--- config.mk ---
export PLATFORM = sky130hd
export DESIGN_NAME = decode_issue_buffer_flat
export DESIGN_NICKNAME = d
export VERILOG_FILES = /design/src/rtl/decode_issue_buffer_if.sv /design/src/rtl/decode_issue_buffer.sv /design/src/flat_wrapper.sv
export SDC_FILE = /design/constraint.sdc
export NUM_CORES = 1
export LEC_CHECK = 0
export BUFFER_PORTS_ARGS = -buffer_cell sky130_fd_sc_hd__buf_2
export CORE_ASPECT_RATIO = 1.5
export CORE_UTILIZATION = 30
export DETAILED_ROUTE_END_ITERATION = 7
export GPL_ROUTABILITY_DRIVEN = 0
export SLEW_MARGIN = 20
export SYNTH_ARGS = -nofsm -noshare
export SYNTH_HDL_FRONTEND = slang
export SYNTH_SLANG_ARGS = --single-unit
--- constraint.sdc ---
create_clock -name clk -period 3.8 [get_ports clk]
set_input_delay 0.57 -clock clk [delete_from_list [all_inputs] [get_ports clk]]
set_output_delay 0.57 -clock clk [all_outputs]
set_load 0.005 [all_outputs]
--- src/rtl/decode_issue_buffer_if.sv ---
// ----------------------------------------------------------------------------
// decode_issue_buffer_if
// Valid/ready stream carrying one instruction word and its PC.
//   valid  : producer presents a word
//   ready  : consumer accepts the word this cycle
//   instr  : instruction word, INSTR_W bits
//   pc     : address of instr, PC_W bits
// The master modport drives valid/instr/pc and samples ready; the slave
// modport does the opposite.
// ----------------------------------------------------------------------------
interface decode_issue_buffer_if #(
  parameter int INSTR_W = 33,
  parameter int PC_W    = 16
);
  logic               valid;
  logic               ready;
  logic [INSTR_W-1:0] instr;
  logic [PC_W-1:0]    pc;

  modport master (
    output valid,
    output instr,
    output pc,
    input  ready
  );

  modport slave (
    input  valid,
    input  instr,
    input  pc,
    output ready
  );
endinterface

--- src/rtl/decode_issue_buffer.sv ---
// ----------------------------------------------------------------------------
// decode_issue_buffer
// Two-entry skid buffer between instruction fetch and the control decoder.
// Words enter over in_if, leave over id_if in strict FIFO order, and the head
// entry stays stable while decode stalls. A taken branch/jump flush empties
// the buffer; consuming a head that the decoder flags as halting latches a
// sticky halt that stops all further intake until rst_n.
//
// Ports
//   clk          : single clock, rising edge
//   rst_n        : asynchronous active-low reset
//   in_if        : fetch side stream (slave); ready = !full && !halted
//   id_if        : decode side stream (master); head entry of the buffer
//   id_dec_field : id_instr[32:26] for the decoder (opcode 26..30, func 31..32)
//   dec_halt     : decoder halt flag for the current head
//   flush        : synchronous redirect, highest priority
//   halted       : sticky halt status
//   perf_fire    : words issued to decode (saturating)
//   perf_stall   : cycles with id_valid && !id_ready (saturating)
//
// Build option
//   DIB_PERF_CNT_EN : when defined, the two performance counters are built;
//                     otherwise perf_fire/perf_stall are tied to zero.
// ----------------------------------------------------------------------------
module decode_issue_buffer #(
  parameter int INSTR_W = 33,
  parameter int PC_W    = 16,
  parameter int CNT_W   = 16
) (
  input  logic                    clk,
  input  logic                    rst_n,
  decode_issue_buffer_if.slave    in_if,
  decode_issue_buffer_if.master   id_if,
  output logic [6:0]              id_dec_field,
  input  logic                    dec_halt,
  input  logic                    flush,
  output logic                    halted,
  output logic [CNT_W-1:0]        perf_fire,
  output logic [CNT_W-1:0]        perf_stall
);

  // Storage: two slots addressed by a 1-bit read pointer; the write slot is
  // the read pointer advanced by the current occupancy.
  logic [INSTR_W-1:0] instr_q [2];
  logic [INSTR_W-1:0] instr_d [2];
  logic [PC_W-1:0]    pc_q    [2];
  logic [PC_W-1:0]    pc_d    [2];
  logic [1:0]         count_q, count_d;
  logic               rd_ptr_q, rd_ptr_d;
  logic               halted_q, halted_d;

  logic               wr_ptr;
  logic               push;
  logic               pop;
  logic               halt_set;
  logic               in_ready_int;
  logic               id_valid_int;

  // Handshake terms depend only on registered state, so in_ready never
  // follows id_ready combinationally and a full buffer cannot accept even
  // when the head is popped in the same cycle.
  assign in_ready_int = (count_q != 2'd2) && !halted_q;
  assign id_valid_int = (count_q != 2'd0);
  assign push         = in_if.valid && in_ready_int;
  assign pop          = id_valid_int && id_if.ready;
  assign halt_set     = pop && dec_halt;

  // Next-state computation for occupancy, pointer, slot contents and halt.
  always_comb begin
    instr_d  = instr_q;
    pc_d     = pc_q;
    count_d  = count_q;
    rd_ptr_d = rd_ptr_q;
    halted_d = halted_q;
    wr_ptr   = rd_ptr_q ^ count_q[0];

    // A word offered during flush is dropped, so it is never written.
    if (push && !flush) begin
      instr_d[wr_ptr] = in_if.instr;
      pc_d[wr_ptr]    = in_if.pc;
    end else begin
      instr_d = instr_q;
      pc_d    = pc_q;
    end

    if (pop) begin
      rd_ptr_d = ~rd_ptr_q;
    end else begin
      rd_ptr_d = rd_ptr_q;
    end

    // Halt is recorded even when a flush arrives in the same cycle: the
    // halting word was still consumed.
    if (halt_set) begin
      halted_d = 1'b1;
    end else begin
      halted_d = halted_q;
    end

    if (flush || halt_set) begin
      count_d = 2'd0;
    end else begin
      case ({push, pop})
        2'b10:   count_d = count_q + 2'd1;
        2'b01:   count_d = count_q - 2'd1;
        default: count_d = count_q;
      endcase
    end
  end

  // Buffer state registers with asynchronous clear.
  always_ff @(posedge clk or negedge rst_n) begin
    if (!rst_n) begin
      instr_q[0] <= {INSTR_W{1'b0}};
      instr_q[1] <= {INSTR_W{1'b0}};
      pc_q[0]    <= {PC_W{1'b0}};
      pc_q[1]    <= {PC_W{1'b0}};
      count_q    <= 2'd0;
      rd_ptr_q   <= 1'b0;
      halted_q   <= 1'b0;
    end else begin
      instr_q    <= instr_d;
      pc_q       <= pc_d;
      count_q    <= count_d;
      rd_ptr_q   <= rd_ptr_d;
      halted_q   <= halted_d;
    end
  end

  assign in_if.ready  = in_ready_int;
  assign id_if.valid  = id_valid_int;
  assign id_if.instr  = instr_q[rd_ptr_q];
  assign id_if.pc     = pc_q[rd_ptr_q];
  assign id_dec_field = instr_q[rd_ptr_q][32:26];
  assign halted       = halted_q;

`ifdef DIB_PERF_CNT_EN
  logic [CNT_W-1:0] fire_q,  fire_d;
  logic [CNT_W-1:0] stall_q, stall_d;

  // Saturating event counters; flush leaves them untouched.
  always_comb begin
    fire_d  = fire_q;
    stall_d = stall_q;
    if (pop && (fire_q != {CNT_W{1'b1}})) begin
      fire_d = fire_q + {{(CNT_W-1){1'b0}}, 1'b1};
    end else begin
      fire_d = fire_q;
    end
    if (id_valid_int && !id_if.ready && (stall_q != {CNT_W{1'b1}})) begin
      stall_d = stall_q + {{(CNT_W-1){1'b0}}, 1'b1};
    end else begin
      stall_d = stall_q;
    end
  end

  // Performance counter registers with asynchronous clear.
  always_ff @(posedge clk or negedge rst_n) begin
    if (!rst_n) begin
      fire_q  <= {CNT_W{1'b0}};
      stall_q <= {CNT_W{1'b0}};
    end else begin
      fire_q  <= fire_d;
      stall_q <= stall_d;
    end
  end

  assign perf_fire  = fire_q;
  assign perf_stall = stall_q;
`else
  assign perf_fire  = {CNT_W{1'b0}};
  assign perf_stall = {CNT_W{1'b0}};
`endif

endmodule

--- src/flat_wrapper.sv ---
// flat-port wrapper written by rule: the top's interface ports become plain ports
module decode_issue_buffer_flat 
#(
  parameter int INSTR_W = 33,
  parameter int PC_W    = 16,
  parameter int CNT_W   = 16
)
  (clk, rst_n, id_dec_field, dec_halt, flush, halted, perf_fire, perf_stall, in_if_valid, in_if_instr, in_if_pc, in_if_ready, id_if_valid, id_if_instr, id_if_pc, id_if_ready);
  decode_issue_buffer_if #(.INSTR_W(INSTR_W), .PC_W(PC_W)) in_if_i ();
  decode_issue_buffer_if #(.INSTR_W(INSTR_W), .PC_W(PC_W)) id_if_i ();
  input  logic clk;
  input  logic rst_n;
  output logic [6:0] id_dec_field;
  input  logic dec_halt;
  input  logic flush;
  output logic halted;
  output logic [CNT_W-1:0] perf_fire;
  output logic [CNT_W-1:0] perf_stall;
  input wire logic [$bits(in_if_i.valid)-1:0] in_if_valid;
  input wire logic [$bits(in_if_i.instr)-1:0] in_if_instr;
  input wire logic [$bits(in_if_i.pc)-1:0] in_if_pc;
  output wire logic [$bits(in_if_i.ready)-1:0] in_if_ready;
  output wire logic [$bits(id_if_i.valid)-1:0] id_if_valid;
  output wire logic [$bits(id_if_i.instr)-1:0] id_if_instr;
  output wire logic [$bits(id_if_i.pc)-1:0] id_if_pc;
  input wire logic [$bits(id_if_i.ready)-1:0] id_if_ready;
  assign in_if_i.valid = in_if_valid;
  assign in_if_i.instr = in_if_instr;
  assign in_if_i.pc = in_if_pc;
  assign in_if_ready = in_if_i.ready;
  assign id_if_valid = id_if_i.valid;
  assign id_if_instr = id_if_i.instr;
  assign id_if_pc = id_if_i.pc;
  assign id_if_i.ready = id_if_ready;
  decode_issue_buffer #(.INSTR_W(INSTR_W), .PC_W(PC_W), .CNT_W(CNT_W)) u_core (.clk(clk), .rst_n(rst_n), .in_if(in_if_i), .id_if(id_if_i), .id_dec_field(id_dec_field), .dec_halt(dec_halt), .flush(flush), .halted(halted), .perf_fire(perf_fire), .perf_stall(perf_stall));
endmodule
-- After elaboration in Yosys (flattened, before gate mapping)
Index checks and enable logic that the tools add are counted.
- $lt $le $gt $ge: 3
- multiplexer cells: 14
- divide/modulo/power cells: 0
- shift operators: 0
- bitwise logic cells: 4
- equality and inequality tests: 3
- reduce and logical (&&, ||, !) cells: 11
- $mul: 0
- add/sub/neg operators: 2
- operators by type and width (operator ; count):
    two-way mux 33 bit ; 4
    bitwise mux 66 bit ; 1
    two-way mux 16 bit ; 4
    demux 33 bit (select 1 bit) ; 1
    bitwise mux 32 bit ; 1
    demux 16 bit (select 1 bit) ; 1
    logical AND 1 bit ; 6
    >= comparator 2 bit (second input constant) ; 2
    NOT 1 -> 2 bit ; 2
    one-hot mux 2 bit (2 select lines) ; 1
    nonzero test 3 bit ; 1
    adder 2 x 1 -> 2 bit (second input constant) ; 1
    == test 2 x 1 -> 1 bit (second input constant) ; 1
    == test 2 bit (second input constant) ; 1
    logical NOT 1 bit ; 2
    less-than comparator 2 x 1 -> 1 bit (second input constant) ; 1
    two-way mux 2 bit ; 1
    != test 2 bit (second input constant) ; 1
    nonzero test 2 bit ; 1
    subtractor 2 x 1 -> 2 bit (second input constant) ; 1
    logical OR 1 bit ; 1
    NOT 1 bit ; 1
    XOR 1 bit ; 1
- bits in registers: 102
- input port bits: 55
- memories kept: 0
- word-level logic and storage cells: 44
- ROM bits: 0
- output and inout port bits: 91
- RAM bits: 0
- latch bits: 0

-- Logic depth before layout (Yosys ltp)
Gate-level depths: netlist of run 1.
- depth in word-level cells: 7
- depth in mapped cells: 6
- depth with buffers taken out: 3

-- Worst setup path after synthesis of run 1
No wires, ideal clock.
- path type: input to register
- start: input port flush
- end: register u_core.instr_q[22] (netlist name)
- path slack: 1.893 ns
- path buffers: 2
- data required time: 3.673 ns
- stages: 5
- arrival time: 1.779 ns
- setup time: 0.127 ns
- cell sequence: or3b_1 -> a21oi_2 -> buf_4 -> buf_6 -> mux2_1
- longest elaborated chain between the ends: 2
- ends and longest elaborated chain (item ; RTL line ; text):
    start: declaration ; flat_wrapper.sv:15 ; input logic flush;
    logical NOT 1 bit ; decode_issue_buffer.sv:78 ; if (push && !flush) begin
    logical AND 1 bit ; decode_issue_buffer.sv:78 ;
    end signal: assignment ; decode_issue_buffer.sv:122 ; instr_q <= instr_d;
    end: declaration ; decode_issue_buffer.sv:44 ; logic [INSTR_W-1:0] instr_q [2];
Every way passes these cells.
A chain may end at the register's enable or synchronous reset.

-- Final worst setup path of run 1
- start: register u_core.rd_ptr_q
- end: output port id_if_instr[3]
- longest elaborated chain between the ends: 4
- ends and longest elaborated chain (item ; RTL line ; text):
    start: declaration ; decode_issue_buffer.sv:49 ; logic rd_ptr_q, rd_ptr_d;
    start signal: assignment ; decode_issue_buffer.sv:125 ; rd_ptr_q <= rd_ptr_d;
    NOT 1 -> 2 bit (implied by the code) ; decode_issue_buffer.sv:132 ; assign id_if.instr = instr_q[rd_ptr_q];
    two-way mux 33 bit (implied by the code) (3 in a row) ; decode_issue_buffer.sv:132 ;
    end: declaration ; flat_wrapper.sv:24 ; output wire logic [$bits(id_if_i.instr)-1:0] id_if_instr;
Every way passes these cells. The select of a mux whose other input is x is not followed.

==> results of run 1 <==
[layer usage]
| metal | vias up | wire length [um] | global-route usage |
|---|---|---|---|
| li1 | 1302 | - | - |
| met1 | 1417 | 3980 | 0.138 |
| met2 | 101 | 4890 | 0.217 |
| met3 | 10 | 373 | 0.0250 |
| met4 | 0 | 158 | 0.0523 |
| met5 | - | 0 | 0 |
[final cells by class]
cell class / count / area (um^2)
Clock inverter: 7 / 78.8
Timing Repair Buffer: 119 / 617
Multi-Input combinational cell: 203 / 1960
Sequential cell: 102 / 2550
Clock buffer: 9 / 225
Inverter: 1 / 3.75
Tap cell: 203 / 254
Fill cell: 1532 / 9930
[cell usage after synthesis, drive strengths merged, types with 2 or more instances]
master	instances	share of area
a21oi	3	0.0063
buf	50	0.079
clkbuf	5	0.0039
dfrtp	102	0.53
mux2	147	0.35
nand2	2	0.0016
nand2b	2	0.0026
nor2b	3	0.0039
o21ai	2	0.0021
or3b	3	0.0055
[per-stage QoR]
| stage | util | hold WS, ns | power (mW) | setup slack [ns] |
|---|---|---|---|---|
| 6_report | 0.364 | 0.239 | 4.59 | 1.13 |
| 5_1_grt | 0.364 | 0.330 | 4.94 | 0.954 |
| 4_1_cts | 0.364 | 0.399 | 4.69 | 1.03 |
| 3_5_place_dp | 0.345 | 0.471 | 3.72 | 1.25 |
| 3_3_place_gp | 0.345 | 0.461 | 3.65 | 1.28 |
| 2_1_floorplan | - | 0.274 | 3.08 | 1.89 |
[logic make-up (layout without fill, tap and decap cells)]
| family | Yosys count | in the layout | share of synthesized area |
|---|---|---|---|
| muxes | 147 | 147 | 0.346 |
| and+or+nand+nor | 15 | 15 | 0.0217 |
| DFF | 102 | 102 | 0.533 |
| AOI/OAI and AO/OA | 8 | 8 | 0.0133 |
| other | 1 | 32 | 0.000783 |
| buffers and inverters | 56 | 136 | 0.0839 |
| xor gates and xnor gates | 1 | 1 | 0.00183 |
[flip-flops by register name (all words and copies together), names as in the netlist]
signal	cells
u_core.rd_ptr_q	1
u_core.count_q	2
u_core.instr_q	66
u_core.pc_q	32
u_core.halted	1
[report_power, final]
group	switching [mW]	leakage, nW	internal [mW]	total, mW
clock	0.415	0.151	0.520	0.936
sequential	0.293	1.24	1.61	1.90
combinational	0.655	1.26	1.09	1.75
total	1.36	2.65	3.23	4.59
[worst paths after layout]
kind / from / to / cells after the start
min in group clk: flush / u_core.count_q[0]$_DFFE_PN0P_ / 2
max in group asynchronous: rst_n / u_core.pc_q[3]$_DFFE_PN0P_ / 2
hold / removal: rst_n / u_core.pc_q[13]$_DFFE_PN0P_ / 1
setup / recovery: u_core.rd_ptr_q$_DFFE_PN0N_ / id_if_instr[3] / 3
hold reg to reg: u_core.instr_q[26]$_DFFE_PN0P_ / u_core.instr_q[26]$_DFFE_PN0P_ / 1
setup reg to reg: u_core.rd_ptr_q$_DFFE_PN0N_ / u_core.pc_q[20]$_DFFE_PN0P_ / 4
==> key figures, run 1 <==
Outcome
  • Result of the run: finished, final reports clean

STA
  • Max Clock Skew: 0.00695 ns
  • Fmax achieved: 374 MHz
  • Final count of hold timing violations: 0
  • Max-slew violation count: 0
  • Final setup viols: 0
  • Unrepaired setup endpoints after global routing: false
  • Final worst path period share: 0.704
  • Setup_tns: 0 ns
  • Tightest Pin Transition: approximately 0.85 ns
  • Minimum clock period after layout: roughly 2.7 ns
  • Worst max-slew margin expressed relative to the limit: 0.434

Cells and area
  • Finished Cell Area: 5690 um^2
  • Most frequent cells in the layout: sky130_fd_sc_hd__mux2_2 (127), sky130_fd_sc_hd__buf_2 (112), sky130_fd_sc_hd__dfrtp_1 (101), sky130_fd_sc_hd__conb_1 (32), sky130_fd_sc_hd__mux2_1 (20)
  • Number of diodes added for antenna fixing: 0
  • Most common library cell in the layout ignoring fill and taps: sky130_fd_sc_hd__mux2_2
  • Share of final-layout standard cells stronger than drive strength 1: 0.610
  • Final instance count without filler cells: 644
  • Final-stage net count: roughly 500
  • Area delta synth->final: 18.8%

Placed design
  • Total instance count after detailed placement: 628
  • Placed inst area: between 5000 and 6000 um^2
  • Port buffer count: 113
  • HPWL after detailed placement: 6480 um

Clock tree
  • Count of instances resized after the clock tree is built: 0
  • Clock Root Buffer: sky130_fd_sc_hd__clkbuf_16
  • Buffer depth of the longest clock path: 2
  • Number of H-tree levels: 3
  • Number of hold buffers added after CTS: 0
  • Source-to-sink clock delay at the later pin of the worst-skew pair: 0.34 ns
  • Number of buffers added for setup after CTS: 0
  • Number of clock buffers inserted by TritonCTS: 9
  • Clock transition at path regs: 0.07 ns
  • TritonCTS clock tree: built
  • Total number of clock tree sinks: a little over 100

Logic synthesis
  • EDFF count, synth: 0
  • Mapped cell area: 4790 um^2
  • Number of storage elements in the synthesis netlist: 102
  • Number of synthesis warnings: 0
  • Syn avg cell area: 14.5 um^2
  • Fraction of synthesis flops using an asynchronous set or reset pin: 1.00
  • Ys flop type: sky130_fd_sc_hd__dfrtp_1
  • Number of instances in the synthesized netlist: 330
  • Register area share after synthesis: 0.533
  • Post-synth cell types: 27

Pwr
  • Maximum vdd ir drop: 240 uV
  • Static Leakage: 2.65 nW
  • PD cells: 806 nW/um^2

Global routing
  • Antenna violations before repair: 0
  • Via count of the first global-routing pass: 3048
  • All-layer global routing usage: 0.121
  • Maximum number of pins on one net before global-route repair: 90
  • Global-route wire length before repair: approximately 15000 um
  • Leftover overflow at the end of global routing: 0

Drt
  • Number of optimization iterations in the first detailed-route pass: 4
  • WL/cell: around 15 um
  • DRC violation total after the first TritonRoute iteration: 37
  • Number of vias per cell: 4.39
  • Count of vias placed by the detailed router: 2830
  • Number of nets with antenna violations after routing: 0
  • DRC violations left: 0
  • DRT Wirelength: 9400 um

Min path
  • Hold Path Class: primary input to async pin

Floorplanning
  • Die width: 105 um
  • Vertical extent of the die: 157 um
  • Io pins: between 100 and 150
  • Area of the die: 16500 um^2
  • Floorplan core area: between 15000 and 20000 um^2
  • Number of rows in the core area: 56
  • Effective utilization at floorplan: 0.307

Setup path
  • Startpoint class of the critical path: flop
  • Required @ worst endpoint: 3.23 ns
  • Cell family contributing the most delay on the critical path: flip-flops
  • Crit-path max cell delay: 0.72 ns
  • Crit path buf inv count: 2
  • Crit path DAT: 2.10 ns
  • CP endpoint kind: output pin
  • Slack of the worst reg-to-reg path: 1.33 ns
  • Worst-path cell chain: buf_4 > mux2_2 > buf_2
  • Worst path slowest cell: sky130_fd_sc_hd__dfrtp_2
  • Crit Path Max Fanout: 30
  • Startpoint-to-endpoint class of the critical path: flop to output pin

Flow run
  • Maxcap violations: 0
(Power assumes the default switching activity.)
==> run 2, diff against run 1 <==
ABC_AREA = 1   (was default)
clock period = 2.5 ns   (was 3.8 ns; I/O delays follow)
==> key figures, run 2 <==
Logic synthesis
  • Number of instances in the synthesized netlist: 605 (+83%)
  • Post-synth cell types: 23 (-15%)
  • Fraction of synthesis flops using an asynchronous set or reset pin: 1.00 (unchanged)
  • Number of storage elements in the synthesis netlist: 102 (unchanged)
  • Ys flop type: sky130_fd_sc_hd__dfrtp_1
  • Mapped cell area: 4960 um^2 (+3.5%)
  • Most frequent cells after synthesis: sky130_fd_sc_hd__nand2_1 (239), sky130_fd_sc_hd__dfrtp_1 (102), sky130_fd_sc_hd__o21ai_0 (73)
  • Register area share after synthesis: 0.515 (-0.0180)
  • Syn avg cell area: 8.19 um^2 (-44%)
  • EDFF count, synth: 0 (unchanged)
  • Most frequent cell after synthesis: sky130_fd_sc_hd__nand2_1
  • Cell types with the largest area share after synthesis: sky130_fd_sc_hd__dfrtp_1 (51%), sky130_fd_sc_hd__nand2_1 (18%), sky130_fd_sc_hd__o21ai_0 (7.4%), sky130_fd_sc_hd__buf_4 (5.9%), sky130_fd_sc_hd__inv_1 (4.2%)
  • Number of synthesis warnings: 0 (unchanged)
  • Synth area leader: sky130_fd_sc_hd__dfrtp_1
  • Area share of the leading cell type in the synthesized netlist: 0.515 (-0.0180)

Cells and area
  • Total area of sequential cells: 2550 um^2 (unchanged)
  • Final instance count without filler cells: 910 (+41%)
  • Most frequent cells in the layout: sky130_fd_sc_hd__nand2_1 (239), sky130_fd_sc_hd__buf_2 (112), sky130_fd_sc_hd__dfrtp_1 (101), sky130_fd_sc_hd__o21ai_0 (73), sky130_fd_sc_hd__inv_1 (56)
  • Area occupied by multi-input gates: 1830 um^2 (-6.6%)
  • Share of the core filled with cells: 0.360 (-0.00396)
  • Share of final-layout standard cells stronger than drive strength 1: 0.264 (-0.346)
  • Final-stage net count: 754 (+54%)
  • Number of diodes added for antenna fixing: 0 (unchanged)
  • Finished Cell Area: 5830 um^2 (+2.5%)
  • Max FFs per register: 66 (unchanged)
  • Most common library cell in the layout ignoring fill and taps: sky130_fd_sc_hd__nand2_1
  • Number of filler instances in the final layout: 1718 (+12%)
  • Registers with the most flip-flops: u_core.instr_q x66, u_core.pc_q x32, u_core.count_q x2
  • Area delta synth->final: 17.7%
  • Largest register by flop count: u_core.instr_q

Floorplanning
  • Area of the die: 17100 um^2 (+3.4%)
  • Floorplan core area: 16200 um^2 (+3.6%)
  • Die width: 107 um (+1.7%)
  • Number of rows in the core area: 57 (+1.8%)
  • Vertical extent of the die: 159 um (+1.7%)
  • Io pins: 146 (unchanged)
  • Effective utilization at floorplan: 0.306 (-0.000328)

Drt
  • Number of vias per cell: 4.25 (-3.3%)
  • DRT Wirelength: 10600 um (+12%)
  • DRC violation total after the first TritonRoute iteration: 178 (+380%)
  • Wire length on met3: 425 um (+14%)
  • DRC violations left: 0 (unchanged)
  • Met2 routed wirelength: 5470 um (+12%)
  • Highest metal used: met5
  • Count of vias placed by the detailed router: 3865 (+37%)
  • Number of nets with antenna violations after routing: 0 (unchanged)
  • Number of optimization iterations in the first detailed-route pass: 4 (unchanged)
  • Met1 Wirelength: 4420 um (+11%)
  • WL/cell: 11.6 um (-21%)

STA
  • Min setup slack post-route: 0.651 ns (-0.475 ns)
  • Fmax achieved: 541 MHz
  • Worst hold margin: 0.257 ns (+0.0187 ns)
  • Minimum clock period after layout: 1.85 ns
  • Unrepaired setup endpoints after global routing: false
  • Setup_tns: 0 ns (unchanged)
  • Max Clock Skew: 0.00924 ns (+0.00230 ns)
  • Final setup viols: 0 (unchanged)
  • Max-slew violation count: 0 (unchanged)
  • Final worst path period share: 0.740
  • Final count of hold timing violations: 0 (unchanged)

Placed design
  • Port buffer count: 113 (unchanged)
  • HPWL after detailed placement: 7230 um (+12%)
  • Placed inst area: 5530 um^2 (+2.7%)
  • Total instance count after detailed placement: 893 (+42%)
  • DP Worst Slack: 0.799 ns (-0.452 ns)

Global routing
  • Antenna violations before repair: 1 (+1)
  • Maximum number of pins on one net before global-route repair: 57 (-37%)
  • Global-route wire length before repair: 17600 um (+15%)
  • Leftover overflow at the end of global routing: 0 (unchanged)
  • All-layer global routing usage: 0.132 (+0.0112)
  • Via count of the first global-routing pass: 3608 (+18%)

Setup path
  • Worst path slowest cell: sky130_fd_sc_hd__dfrtp_2
  • CP endpoint kind: output pin
  • Cell repeated most along the worst path: sky130_fd_sc_hd__nand2_1
  • Crit-path max cell delay: 0.44 ns (-0.28 ns)
  • Worst-path cell chain: inv_2 > buf_4 > nand2_1 > nand2_1 > buf_2
  • Startpoint-to-endpoint class of the critical path: flop to output pin
  • Startpoint class of the critical path: flop
  • Crit path DAT: 1.47 ns (-0.63 ns)
  • Crit Path Max Fanout: 27 (-10%)
  • Required @ worst endpoint: 2.12 ns (-1.11 ns)

Outcome
  • Result of the run: finished, final reports clean

Clock tree
  • Total number of clock tree sinks: 102 (unchanged)
  • Buffer depth of the longest clock path: 2 (unchanged)
  • Clock Root Buffer: sky130_fd_sc_hd__clkbuf_16
  • TritonCTS clock tree: built
  • Number of hold buffers added after CTS: 1 (+1)
  • Number of clock buffers inserted by TritonCTS: 9 (unchanged)
  • Number of buffers added for setup after CTS: 0 (unchanged)
  • Source-to-sink clock delay at the later pin of the worst-skew pair: 0.34 ns (about the same)
  • Count of instances resized after the clock tree is built: 0 (unchanged)
  • Number of H-tree levels: 3 (unchanged)
  • Clock transition at path regs: 0.07 ns (about the same)

Flow run
  • Maxcap violations: 0 (unchanged)

Pwr
  • Static Leakage: 3.31 nW (+25%)
  • Maximum vdd ir drop: 309 uV (+29%)
  • PD cells: 576 nW/um^2 (-29%)
  • Total design power: 3.36 mW (-27%)

Min path
  • Hold Path Class: primary input to flop
run 2: cell types whose count changed after synthesis, sizes merged, moves of 2 or more:
cell and change:
xor2 +2, mux2 -147, inv +57, or3b -3, clkbuf +15, nand3 +3
nand2 +259, nor2b -3, o21ai +97, nor2 +3
run 2: routing by layer:
metal,track usage,up-vias
li1,-,1971
met1,0.153,1776
met2,0.234,102
met3,0.0250,14
met4,0.0548,2
met5,0,-
run 2: cell families after synthesis:
| family | Yosys count | synth area share |
|---|---|---|
| buf+inv | 129 | 0.142 |
| simple gates | 270 | 0.222 |
| flops | 102 | 0.515 |
| xor+xnor | 2 | 0.00353 |
| compound gates | 101 | 0.117 |
| other cells | 1 | 0.000756 |
run 2: worst paths after layout:
check                                                   start  slack [ns]                        endpoint  depth (start not counted)
worst max-delay path              u_core.rd_ptr_q$_DFFE_PN0N_        0.65                 id_if_instr[24]                          5
worst min-delay path                                 dec_halt        0.26       u_core.halted$_DFFE_PN0P_                          3
worst max register to register  u_core.count_q[0]$_DFFE_PN0P_        0.81   u_core.instr_q[4]$_DFFE_PN0P_                          8
worst min register to register    u_core.pc_q[22]$_DFFE_PN0P_        0.48     u_core.pc_q[22]$_DFFE_PN0P_                          2
max in group asynchronous                               rst_n        1.33     u_core.pc_q[16]$_DFFE_PN0P_                          3
min in group asynchronous                               rst_n        0.52  u_core.instr_q[45]$_DFFE_PN0P_                          2
run 2: critical path, delay by kind of cell (launching register included):
family	cells	cell delay, ns
and+or+nand+nor	2	0.20
DFF	1	0.44
buffers and inverters	3	0.48
run 2: power breakdown:
group / switching [mW] / internal [mW]
logic: 0.263 / 0.0865
registers: 0.00760 / 1.65
clock network: 0.630 / 0.716
total: 0.900 / 2.46
run 2: cell type report:
cell class / count / share of cell area
repair buffers: 123 / 0.117
multi-input cells: 405 / 0.314
flip-flops and latches: 102 / 0.438
clock inverters: 6 / 0.00901
clock buffers: 10 / 0.0410
well taps: 206 / 0.0442
inverters: 58 / 0.0373
